===== config.mk =====
export PLATFORM = sky130hd
export DESIGN_NAME = t_cell_register_flat
export DESIGN_NICKNAME = d
export VERILOG_FILES = /design/src/rtl/tcr_pkg.sv /design/src/rtl/t_cell_register_if.sv /design/src/rtl/t_cell_register_t_cell.sv /design/src/rtl/t_cell_register.sv /design/src/flat_wrapper.sv
export SDC_FILE = /design/constraint.sdc
export NUM_CORES = 1
export LEC_CHECK = 0
export ABC_AREA = 1
export ABC_CLOCK_PERIOD_IN_PS = 1700
export CAP_MARGIN = 20
export CORE_MARGIN = 3
export CORE_UTILIZATION = 40
export DETAILED_ROUTE_END_ITERATION = 7
export PLACE_DENSITY = 0.66
export SLEW_MARGIN = 20
export SYNTH_ARGS = -nofsm -noshare
export SYNTH_HDL_FRONTEND = slang
export SYNTH_SLANG_ARGS = --single-unit

===== constraint.sdc =====
create_clock -name clk -period 1.7 [get_ports clk]
set_input_delay 0.34 -clock clk [delete_from_list [all_inputs] [get_ports clk]]
set_output_delay 0.34 -clock clk [all_outputs]
set_load 0.005 [all_outputs]

===== src/rtl/tcr_pkg.sv =====
// Shared definitions for the toggle-cell register.
// Mode encodings used by the interface, the top and the bench.
package tcr_pkg;

    typedef enum logic [1:0] {
        TCR_HOLD   = 2'b00,
        TCR_LOAD   = 2'b01,
        TCR_TOGGLE = 2'b10,
        TCR_COUNT  = 2'b11
    } tcr_mode_e;

endpackage


===== src/rtl/t_cell_register_if.sv =====
// Control/data bundle of the toggle-cell register.
// master drives controls and observes q/tc/ovf; slave is the register.
interface t_cell_register_if
    import tcr_pkg::*;
#(
    parameter int WIDTH = 8
) ();

    logic             en;
    logic             clr;
    tcr_mode_e        mode;
    logic             dir;
    logic [WIDTH-1:0] d;
    logic [WIDTH-1:0] q;
    logic             tc;
    logic             ovf;

    modport master (
        output en, clr, mode, dir, d,
        input  q, tc, ovf
    );

    modport slave (
        input  en, clr, mode, dir, d,
        output q, tc, ovf
    );

endinterface


===== src/rtl/t_cell_register_t_cell.sv =====
// One-bit toggle flop: q flips on each edge where t is high.
// INIT is the value forced while reset is low.
module t_cell #(
    parameter logic INIT = 1'b0
) (
    input  logic clk,
    input  logic reset,
    input  logic t,
    output logic q
);

    logic q_q;

    // Toggle storage with asynchronous active-low reset to INIT
    always_ff @(posedge clk or negedge reset) begin
        if (!reset) q_q <= INIT;
        else        q_q <= q_q ^ t;
    end

    assign q = q_q;

endmodule


===== src/rtl/t_cell_register.sv =====
// Multi-mode register built from toggle cells: hold, load,
// masked toggle and modulo up/down count; cells get t = next ^ q.
module t_cell_register
    import tcr_pkg::*;
#(
    parameter int WIDTH     = 8,
    parameter int MODULUS   = 256,
    parameter bit SATURATE  = 1'b0,
    parameter int RESET_VAL = 0
) (
    input  logic             clk,
    input  logic             reset,
    t_cell_register_if.slave bus
);

    // Top count value, kept one bit wider so MODULUS = 2**WIDTH fits
    localparam logic [WIDTH:0]   MAXV    = (WIDTH+1)'(MODULUS - 1);
    localparam logic [WIDTH-1:0] RV      = WIDTH'(RESET_VAL);
    localparam logic             TC_INIT = ({1'b0, RV} == MAXV);

    logic [WIDTH-1:0] q_w;
    logic [WIDTH-1:0] t_w;
    logic [WIDTH-1:0] next_d;
    logic [WIDTH:0]   q_ext;
    logic [WIDTH:0]   inc_w;
    logic [WIDTH:0]   dec_w;
    logic             ovf_d;
    logic             tc_d;
    logic             ovf_q;
    logic             tc_q;

    assign q_ext = {1'b0, q_w};
    assign inc_w = q_ext + 1'b1;
    assign dec_w = q_ext - 1'b1;

    // Next-state selection; clear beats enable and mode
    always_comb begin
        next_d = q_w;
        ovf_d  = 1'b0;
        if (bus.clr) begin
            next_d = '0;
        end else if (bus.en) begin
            unique case (bus.mode)
                TCR_HOLD:   next_d = q_w;
                TCR_LOAD:   next_d = bus.d;
                TCR_TOGGLE: next_d = q_w ^ bus.d;
                TCR_COUNT: begin
                    if (bus.dir) begin
                        if (q_ext < MAXV) begin
                            next_d = inc_w[WIDTH-1:0];
                        end else if (q_ext == MAXV) begin
                            ovf_d  = 1'b1;
                            next_d = SATURATE ? q_w : '0;
                        end else begin
                            // out-of-range value left by a load
                            ovf_d  = 1'b1;
                            next_d = '0;
                        end
                    end else begin
                        if (q_ext == '0) begin
                            ovf_d  = 1'b1;
                            next_d = SATURATE ? q_w : MAXV[WIDTH-1:0];
                        end else if (q_ext <= MAXV) begin
                            next_d = dec_w[WIDTH-1:0];
                        end else begin
                            ovf_d  = 1'b1;
                            next_d = MAXV[WIDTH-1:0];
                        end
                    end
                end
                default:    next_d = q_w;
            endcase
        end
    end

    // Terminal count describes the value being entered
    always_comb begin
        tc_d = bus.dir ? ({1'b0, next_d} == MAXV) : (next_d == '0);
    end

    assign t_w = next_d ^ q_w;

    for (genvar i = 0; i < WIDTH; i++) begin : g_cell
        t_cell #(
            .INIT (RV[i])
        ) u_cell (
            .clk   (clk),
            .reset (reset),
            .t     (t_w[i]),
            .q     (q_w[i])
        );
    end

    // Status flags registered on the same edge as the cells
    always_ff @(posedge clk or negedge reset) begin
        if (!reset) begin
            tc_q  <= TC_INIT;
            ovf_q <= 1'b0;
        end else begin
            tc_q  <= tc_d;
            ovf_q <= ovf_d;
        end
    end

    assign bus.q   = q_w;
    assign bus.tc  = tc_q;
    assign bus.ovf = ovf_q;

endmodule


===== src/flat_wrapper.sv =====
// flat-port wrapper written by rule: the top's interface ports become plain ports
module t_cell_register_flat import tcr_pkg::*;
#(
    parameter int WIDTH     = 8,
    parameter int MODULUS   = 256,
    parameter bit SATURATE  = 1'b0,
    parameter int RESET_VAL = 0
)
  (clk, reset, bus_en, bus_clr, bus_mode, bus_dir, bus_d, bus_q, bus_tc, bus_ovf);
  t_cell_register_if #(.WIDTH(WIDTH)) bus_i ();
  input  logic clk;
  input  logic reset;
  input wire logic [$bits(bus_i.en)-1:0] bus_en;
  input wire logic [$bits(bus_i.clr)-1:0] bus_clr;
  input wire logic [$bits(bus_i.mode)-1:0] bus_mode;
  input wire logic [$bits(bus_i.dir)-1:0] bus_dir;
  input wire logic [$bits(bus_i.d)-1:0] bus_d;
  output wire logic [$bits(bus_i.q)-1:0] bus_q;
  output wire logic [$bits(bus_i.tc)-1:0] bus_tc;
  output wire logic [$bits(bus_i.ovf)-1:0] bus_ovf;
  assign bus_i.en = bus_en;
  assign bus_i.clr = bus_clr;
  assign bus_i.mode = bus_mode;
  assign bus_i.dir = bus_dir;
  assign bus_i.d = bus_d;
  assign bus_q = bus_i.q;
  assign bus_tc = bus_i.tc;
  assign bus_ovf = bus_i.ovf;
  t_cell_register #(.WIDTH(WIDTH), .MODULUS(MODULUS), .SATURATE(SATURATE), .RESET_VAL(RESET_VAL)) u_core (.clk(clk), .reset(reset), .bus(bus_i));
endmodule

Word level (Yosys, flattened, before mapping)
Index checks and enable logic that the tools add are counted.
{"block": "totals", "regBits": 10, "inputBits": 15, "wordCells": 46}
{"block": "op_classes", "addsub": 2, "magnitude_cmp": 2, "n_eq_ne": 4, "n_mux": 15, "bitwise": 10, "reduce_logical": 3}
{"cell": "$mux 8", "n": 6}
{"cell": "$pmux 8 s4", "n": 1}
{"cell": "$xor 8x8->8", "n": 2}
{"cell": "$logic_not 9->1", "n": 1}
{"cell": "$add 8x1->8 const B", "n": 1}
{"cell": "$eq 8x8->1 const B", "n": 1}
{"cell": "$le 8x8->1 const B", "n": 1}
{"cell": "$logic_not 8->1", "n": 1}
{"cell": "$lt 8x8->1 const B", "n": 1}
{"cell": "$mux 1", "n": 8}
{"cell": "$sub 8x1->8 const B", "n": 1}
{"cell": "$xor 1x1->1", "n": 8}
{"cell": "$eq 2x2->1 const B", "n": 2}
{"cell": "$eq 2x1->1 const B", "n": 1}
{"cell": "$logic_not 2->1", "n": 1}

Depth between registers and ports, before layout
Gate-level depths: netlist (run 1).
{"block": "logic_depth", "depth_word": 9, "ltp_mapped": 15, "depth_no_buf": 15}

Hierarchy
A second synthesis (run 1) with hierarchy kept.
{"block": "unflattened", "cells_unflattened": 257, "hier_area_um2": 1436.4}
{"module": "t_cell_register", "instances": 1, "cells_per_inst": 209, "area_per_inst_um2": 1086.0}
{"module": "t_cell", "instances": 8, "cells_per_inst": 6, "area_per_inst_um2": 43.8}

Worst setup path after synthesis (run 1)
OpenSTA, ideal clock, no wires.
{"block": "synth_timing", "kind": "register to register", "startpoint": "reg u_core.g_cell[1].u_cell.q_q", "endpoint": "reg u_core.tc_q, in the netlist u_core.bus.tc", "t_arrival_ps": 1465, "path_slack_ps": 117, "stages_incl_launch_ff": 14, "n_path_buf": 0, "synth_period_minus_slack_ps": 1583, "path_cell_list": "dfrtp_1 inv_1 ha_1 inv_1 nand2_1 nand3_1 nand2_1 nand2_1 a21oi_1 nor2_1 nand3_1 nor2_1 nand2_1 nand2_1"}
{"block": "synth_via", "elab_chain_len": 9}
{"element": "from (decl)", "line_no": "t_cell_register_t_cell.sv:12", "source": "logic q_q;"}
{"element": "from (signal assigned)", "line_no": "t_cell_register_t_cell.sv:17", "source": "else q_q <= q_q ^ t;"}
{"element": "$sub 8x1->8 / $le 8x8->1 (equally long branches)", "line_no": "t_cell_register.sv:34, t_cell_register.sv:63"}
{"element": "$mux 8", "line_no": "t_cell_register.sv:63", "source": "end else if (q_ext <= MAXV) begin"}
{"element": "$mux 8", "line_no": "t_cell_register.sv:60", "source": "if (q_ext == '0) begin"}
{"element": "$mux 8", "line_no": "t_cell_register.sv:48", "source": "if (bus.dir) begin"}
{"element": "$pmux 8 s4", "line_no": "t_cell_register.sv:43", "source": "unique case (bus.mode)"}
{"element": "$mux 8 (*)", "line_no": "t_cell_register.sv:42", "source": "end else if (bus.en) begin"}
{"element": "$mux 8 (*)", "line_no": "t_cell_register.sv:40", "source": "if (bus.clr) begin"}
{"element": "$eq 8x8->1 / $logic_not 8->1 (equally long branches)", "line_no": "t_cell_register.sv:78", "source": "tc_d = bus.dir ? ({1'b0, next_d} == MAXV) : (next_d == '0);"}
{"element": "$mux 1 (*)", "line_no": "t_cell_register.sv:78"}
{"element": "named net u_core.tc_d", "line_no": "t_cell_register.sv:28", "source": "logic tc_d;"}
{"element": "to (signal assigned)", "line_no": "t_cell_register.sv:100", "source": "tc_q <= tc_d;"}
{"element": "to (decl)", "line_no": "t_cell_register.sv:30", "source": "logic tc_q;"}
The timed path passes the listed nets; every way through them passes the cells marked *.

Final worst setup path (run 1)
{"block": "layout_timing", "startpoint": "reg u_core.g_cell[3].u_cell.q_q", "endpoint": "reg u_core.tc_q, in the netlist u_core.bus.tc"}
{"block": "layout_via", "elab_chain_len": 9}
{"element": "from (decl)", "line_no": "t_cell_register_t_cell.sv:12"}
{"element": "from (signal assigned)", "line_no": "t_cell_register_t_cell.sv:17"}
{"element": "$sub 8x1->8 / $le 8x8->1 (equally long branches)", "line_no": "t_cell_register.sv:34, t_cell_register.sv:63"}
{"element": "$mux 8", "line_no": "t_cell_register.sv:63"}
{"element": "$mux 8", "line_no": "t_cell_register.sv:60"}
{"element": "$mux 8", "line_no": "t_cell_register.sv:48"}
{"element": "$pmux 8 s4", "line_no": "t_cell_register.sv:43"}
{"element": "$mux 8 (*)", "line_no": "t_cell_register.sv:42"}
{"element": "$mux 8 (*)", "line_no": "t_cell_register.sv:40"}
{"element": "$eq 8x8->1 / $logic_not 8->1 (equally long branches)", "line_no": "t_cell_register.sv:78"}
{"element": "$mux 1 (*)", "line_no": "t_cell_register.sv:78"}
{"element": "named net u_core.tc_d", "line_no": "t_cell_register.sv:28"}
Marked as above.

==> results.py, run 1 <==
metrics = {
    "yosys": {
        "synth-adder-area-share_pct": 2.788,
        "synth_xor_xnor_area_share_pct": 2.602,
        "synthDistinctLibCells": 26,
        "seq_area_frac_synth_pct": 18.59,
        "synth_compound_area_share_pct": 14.31,
        "synth_top_family_by_area": "simple AND/OR/NAND/NOR gates",
        "synth-seq-cells": 10,
        "avgSynthCellArea_um2": 5.879,
        "syn_nets": 247,
        "synth.area.mux_share_pct": 0,
        "synthCells": 229,
        "synthSimpleGateAreaFrac_pct": 42.38,
        "yosys_warnings": 0,
        "synthesis.area_um2": 1346,
    },
    "job": {
        "drv_cap": 0,
    },
    "global_routing": {
        "grt_max_degree": 11,
        "gr-total-overflow": 0,
        "antenna_found_initial": 0,
        "grt_use_total_pct": 21.52,
        "grt_pass1_wl_um": 6948,
        "grt_pass1_vias": 1478,
    },
    "status": {
        "outcome": "finished, violations left",
        "violations": "negative setup slack",
    },
    "critical_path": {
        "crit_fanout": 7,
        "r2r_cells": 13,
        "crit_path_start_kind": "flip-flop",
        "cp.required_ns": 1.85,
        "criticalPathCategory": "flip-flop to flip-flop",
        "timing.rr.end": "u_core.bus.tc",
        "worst-r2r-setup-slack_ns": -0.02,
        "end_kind": "flip-flop",
        "r2r_start": "u_core.g_cell[3].u_cell.q",
        "crit_arrival_ns": 1.87,
    },
    "sta": {
        "worstMarginPinSlew_ns": 0.4810,
        "worst_hold_slack_ns": 0.3923,
        "maxSlewViolCount": 0,
        "min_period_ns": 1.716,
        "fin_crit_sh_pct": 100.9,
        "final_hold_viol_count": 0,
        "skew_ns": 0.01212,
        "setup_viol": 2,
        "fmax_mhz": 582.8,
        "setup_tns_ns": -0.02048,
        "slew_headroom_pct": 67.83,
        "layout_setup_ws_ns": -0.01578,
        "rsz0062_at_grt": "yes",
    },
    "die": {
        "die_y_um": 64.02,
        "std_cell_rows": 20,
        "dieArea_um2": 4098,
        "die_w_um": 64.02,
        "start_util_pct": 43.04,
        "fp.coreArea_um2": 3128,
        "io_pins": 25,
    },
    "power": {
        "leakage_nw": 1.174,
        "switching_share_pct": 39.58,
        "vdd_drop_max_uv": 333.1,
        "p_seq_share_pct": 28.4,
        "pwr-share-clk_pct": 16.1,
        "combPwrFrac_pct": 55.5,
        "p_per_area_nw_per_um2": 479.2,
        "switchingPower_mw": 0.4014,
        "internal-power_mw": 0.6126,
    },
    "cells_and_area": {
        "drive_gt1_share_pct": 35.64,
        "final_cell_mix": "nand2_1, buf_4, inv_1",
        "final.fill_count": 266,
        "area_growth_pct": 57.16,
        "diodes": 0,
        "nets": 309,
        "instances_no_fill": 333,
        "final_common_cell": "nand2_1",
    },
    "drt": {
        "vias_per_cell": 5.027,
        "postRouteAntennaNets": 0,
        "drtIter0Drc": 139,
        "drcViolationCount": 0,
        "drt-total-wl_um": 4501,
        "first_pass_iters": 4,
        "wl_per_cell_um": 13.52,
        "route.vias.total": 1674,
    },
    "clocking": {
        "clkSinkCount": 10,
        "clock_path_buffers": 2,
        "clk_latency_ns": 0.27,
        "numCtsBuffers": 3,
        "h-tree-depth": 1,
        "cts_hold_repair.buffers": 0,
        "cts_tree": "yes",
        "cts_root_buffer": "clkbuf_4",
        "clk_pin_slew_worst_paths_ns": 0.07,
    },
    "worst_hold_path": {
        "hold_class": "input port to async pin",
    },
    "placement": {
        "hpwl_um": 3408,
        "routabilityCongestion": 0.9202,
        "portBuffers": 24,
        "dp.cells": 321,
        "dp_worst_setup_slack_ns": -0.3000,
    },
}
-- area by class of cell --
class | count | area [um2] | share of cell area [%]
inverter | 35 | 140.1 | 6.623
timing repair buffer | 74 | 675.6 | 31.93
clock buffer | 3 | 22.52 | 1.064
sequential | 10 | 256.5 | 12.12
multi-input combinational | 167 | 965.9 | 45.65
tap | 44 | 55.05 | 2.602
-- worst max-delay path by stage --
stage / startpoint / endpoint / slack (ns)
after CTS: u_core.g_cell[1].u_cell.q / u_core.bus.tc / -0.07
after global placement: bus_mode[1] / u_core.bus.tc / -0.28
after floorplan: u_core.g_cell[1].u_cell.q / u_core.bus.tc / 0.12
after global routing: u_core.g_cell[2].u_cell.q / u_core.bus.tc / -0.18
after detailed placement: bus_mode[1] / u_core.bus.tc / -0.30
final: u_core.g_cell[3].u_cell.q / u_core.bus.tc / -0.02
-- cells in the mapped netlist --
master	number	share of area (%)
nor2_1	15	4.2
buf_6	4	3.3
nand3_1	26	9.7
a31oi_1	3	1.4
a21oi_2	3	2.0
inv_2	5	1.4
nor2_2	4	1.9
clkbuf_1	2	0.56
buf_2	3	1.1
a211oi_1	1	0.56
ha_1	3	2.8
buf_4	8	4.5
nor2_4	2	1.7
o21ai_1	2	0.74
clkinv_2	1	0.37
o21a_1	3	1.7
xnor2_1	4	2.6
nand4_1	6	2.8
o21ai_2	2	1.3
o21ai_0	6	2.2
a21oi_1	12	4.5
inv_1	29	8.1
dfrtp_1	10	19
nand2_1	71	20
nand3_2	2	1.5
nand2_2	2	0.93
-- power groups by stage --
stage	clock, mW	sequential, mW	combinational, mW
floorplan	0	0.271	0.290
global placement	0	0.284	0.476
detailed placement	0	0.284	0.480
CTS	0.169	0.281	0.483
global route	0.184	0.289	0.618
finish	0.163	0.288	0.563
-- sequential cells by signal, indices dropped and copies added (netlist names) --
register                count
u_core.bus.ovf              1
u_core.bus.tc               1
u_core.g_cell.u_cell.q      8
-- cell families after synthesis --
family | count (synthesis)
buffers and inverters | 52
adders and majority gates | 3
AOI/OAI and AO/OA | 32
and+or+nand+nor | 128
DFF | 10
xor gates and xnor gates | 4
-- metal layers --
layer | vias up | wire (um) | global-route usage (%)
met4 | 0 | 75 | 4.852
met1 | 769 | 1918 | 28.52
met2 | 55 | 2270 | 36.13
met5 | - | 0 | 0
li1 | 842 | - | -
met3 | 8 | 236 | 3.866
-- metrics by stage --
step                      utilization (%)  power, mW  area, um2
after floorplan                         -     0.5613       1346
after global placement              58.64     0.7599       1834
after detailed placement            58.64     0.7634       1834
after CTS                           59.60     0.9334       1864
after global routing                67.64      1.091       2116
final                               67.64      1.014       2116
-- critical path: stages, from the launching register on --
cell and delay [ns]:
dfrtp_1 0.42, buf_4 0.14, buf_6 0.12, nand2_1 0.06
inv_1 0.09, nand3_2 0.06, nand2_1 0.08, nand3_1 0.08
nand2_1 0.10, nand3_2 0.10, a21oi_2 0.20, nor2_1 0.07
nand2_1 0.05, nand2_1 0.04
-- what timing repair did --
action | CTS | global route
pin swaps | 0 | 21
endpoints found under the setup margin | 6 | 14
gates resized for setup | 5 | 53
setup buffers | 0 | 11
(Power assumes the default switching activity.)
==> inputs of run 2 (changes only) <==
--- a/config.mk
+++ b/config.mk
@@ -9,9 +9,9 @@
 export ABC_CLOCK_PERIOD_IN_PS = 1700
 export CAP_MARGIN = 20
 export CORE_MARGIN = 3
-export CORE_UTILIZATION = 40
+export CORE_UTILIZATION = 41
 export DETAILED_ROUTE_END_ITERATION = 7
-export PLACE_DENSITY = 0.66
+export PLACE_DENSITY = 0.68
 export SLEW_MARGIN = 20
 export SYNTH_ARGS = -nofsm -noshare
 export SYNTH_HDL_FRONTEND = slang
==> run 2 against run 1 <==
- the flow still finishes with violations (negative setup slack)
- first-iteration DRC count shrank 42%
- design area grew 4.1%
- global-route usage grew 2.0 points
- clock skew shrank 0.012 ns
- non-clock buffer count grew 6
- final cell count grew 1.8%
- critical path type unchanged
==> results.py, run 2 (synthesis gave the netlist of run 1 again) <==
metrics = {
    "status": {
        "outcome": "finished, violations left",
        "violations": "negative setup slack",
    },
    "clocking": {
        "clock_path_buffers": 2,
        "cts_tree": "yes",
        "cts_hold_repair.buffers": 0,
        "clk_latency_ns": 0.27,
        "numCtsBuffers": 3,
        "cts_root_buffer": "clkbuf_4",
        "clk_pin_slew_worst_paths_ns": 0.06,
        "h-tree-depth": 1,
        "clkSinkCount": 10,
    },
    "placement": {
        "portBuffers": 24,
        "routabilityCongestion": 0.9501,
        "post_dp_cell_area_um2": 1827,
        "hpwl_um": 3451,
        "dp.cells": 320,
    },
    "global_routing": {
        "antenna_found_initial": 0,
        "grt_max_degree": 11,
        "grt_pass1_vias": 1618,
        "gr-total-overflow": 0,
        "grt_use_total_pct": 23.56,
        "grt_pass1_wl_um": 7507,
    },
    "sta": {
        "min_period_ns": 1.755,
        "setup_viol": 2,
        "setup_tns_ns": -0.09406,
        "slew_headroom_pct": 70.60,
        "final_hold_viol_count": 0,
        "layout_setup_ws_ns": -0.05546,
        "skew_ns": 0.0002708,
        "worstMarginPinSlew_ns": 0.4396,
        "fmax_mhz": 569.7,
        "fin_crit_sh_pct": 103.3,
        "rsz0062_at_grt": "yes",
        "maxSlewViolCount": 0,
    },
    "die": {
        "io_pins": 25,
        "die_y_um": 63.31,
        "fp.coreArea_um2": 3103,
        "die_w_um": 63.31,
        "std_cell_rows": 20,
        "dieArea_um2": 4008,
        "start_util_pct": 43.39,
    },
    "drt": {
        "drcViolationCount": 0,
        "first_pass_iters": 4,
        "drt-total-wl_um": 4743,
        "wl_per_cell_um": 13.99,
        "postRouteAntennaNets": 0,
        "route.vias.total": 1717,
        "vias_per_cell": 5.065,
        "drtIter0Drc": 81,
    },
    "cells_and_area": {
        "instances_no_fill": 339,
        "design_area_um2": 2202,
        "final.fill_count": 285,
        "multi_input_area_um2": 1003,
        "area_growth_pct": 63.57,
        "drive_gt1_share_pct": 41.02,
        "final_cell_mix": "nand2_1, buf_4, inv_1",
        "nets": 315,
        "largest_reg_flops": 8,
        "diodes": 0,
        "final_common_cell": "nand2_1",
        "regArea_um2": 259.0,
    },
    "critical_path": {
        "crit_buf_inv": 4,
        "crit_chain": "inv_4 -> buf_6 -> nor2_4 -> nand3_1 -> nand2_1 -> nand3_1 -> nand2_1 -> nand3_2 -> a21oi_4 -> buf_4 -> buf_4",
        "slowest_delay_ns": 0.47,
        "cpMaxStageDelayCell": "dfrtp_2",
        "critical-path-top-delay-family": "simple AND/OR/NAND/NOR gates",
        "cp.required_ns": 1.91,
        "crit_fanout": 4,
        "criticalPathCategory": "flip-flop to flip-flop",
        "crit_arrival_ns": 1.97,
        "crit_path_start_kind": "flip-flop",
        "end_kind": "flip-flop",
    },
    "power": {
        "leakage_nw": 1.198,
        "p_per_area_nw_per_um2": 477.3,
        "power_mw": 1.051,
        "vdd_drop_max_uv": 408.0,
    },
    "job": {
        "drv_cap": 0,
    },
    "worst_hold_path": {
        "hold_class": "input port to async pin",
    },
}
-- run 2: worst reg2reg max path, cell delays in order (launching register included) --
cell,delay [ns]
dfrtp_2,0.47
inv_4,0.08
buf_6,0.14
nor2_4,0.12
nand3_1,0.09
nand2_1,0.06
nand3_1,0.08
nand2_1,0.11
nand3_2,0.14
a21oi_4,0.21
buf_4,0.13
buf_4,0.09
-- run 2: timing repair --
action,in CTS,in global routing
setup buffers,7,10
setup endpoints to repair,7,9
gates resized for setup,31,40
pin swaps,13,28
-- run 2: area by class of cell --
type,instances,area share (%)
well taps,44,2.500
flip-flops and latches,10,11.76
inverters,35,6.250
repair buffers,80,32.90
multi-input cells,167,45.57
clock buffers,3,1.023
-- run 2: power by group --
part	internal (mW)	switching [mW]
sequential	0.257	0.0334
clock	0.0817	0.0786
combinational	0.294	0.306
total	0.633	0.418
-- run 2: final timing paths --
kind,from,to,slack [ns],depth (start not counted)
worst min register to register,u_core.g_cell[5].u_cell.q,u_core.g_cell[5].u_cell.q,0.96,4
worst min-delay path,reset,u_core.g_cell[7].u_cell.q,0.38,1
worst max register to register,u_core.g_cell[0].u_cell.q,u_core.g_cell[7].u_cell.q,-0.06,11
worst max-delay path,u_core.g_cell[0].u_cell.q,u_core.g_cell[7].u_cell.q,-0.06,11
max in group asynchronous,reset,u_core.g_cell[0].u_cell.q,0.99,1
min in group clk,bus_dir,u_core.bus.ovf,0.78,3
-- run 2: routing by layer --
layer / global-route usage, % / share of wire [%] / vias up
met2: 39.79 / 50 / 71
met3: 3.030 / 7.1 / 17
met1: 30.30 / 39 / 777
li1: - / - / 852
met4: 9.434 / 3.7 / 0
met5: 0 / 0 / -
-- run 2: per-stage QoR --
step | hold WS (ns) | util (%) | setup WS [ns]
after global placement | 0.6696 | 58.87 | -0.2644
after detailed placement | 0.6775 | 58.87 | -0.2932
final | 0.3816 | 70.97 | -0.05546
after floorplan | 0.04441 | - | 0.1172
after CTS | 0.3846 | 64.31 | -0.001580
after global routing | 0.4066 | 70.97 | -0.1674
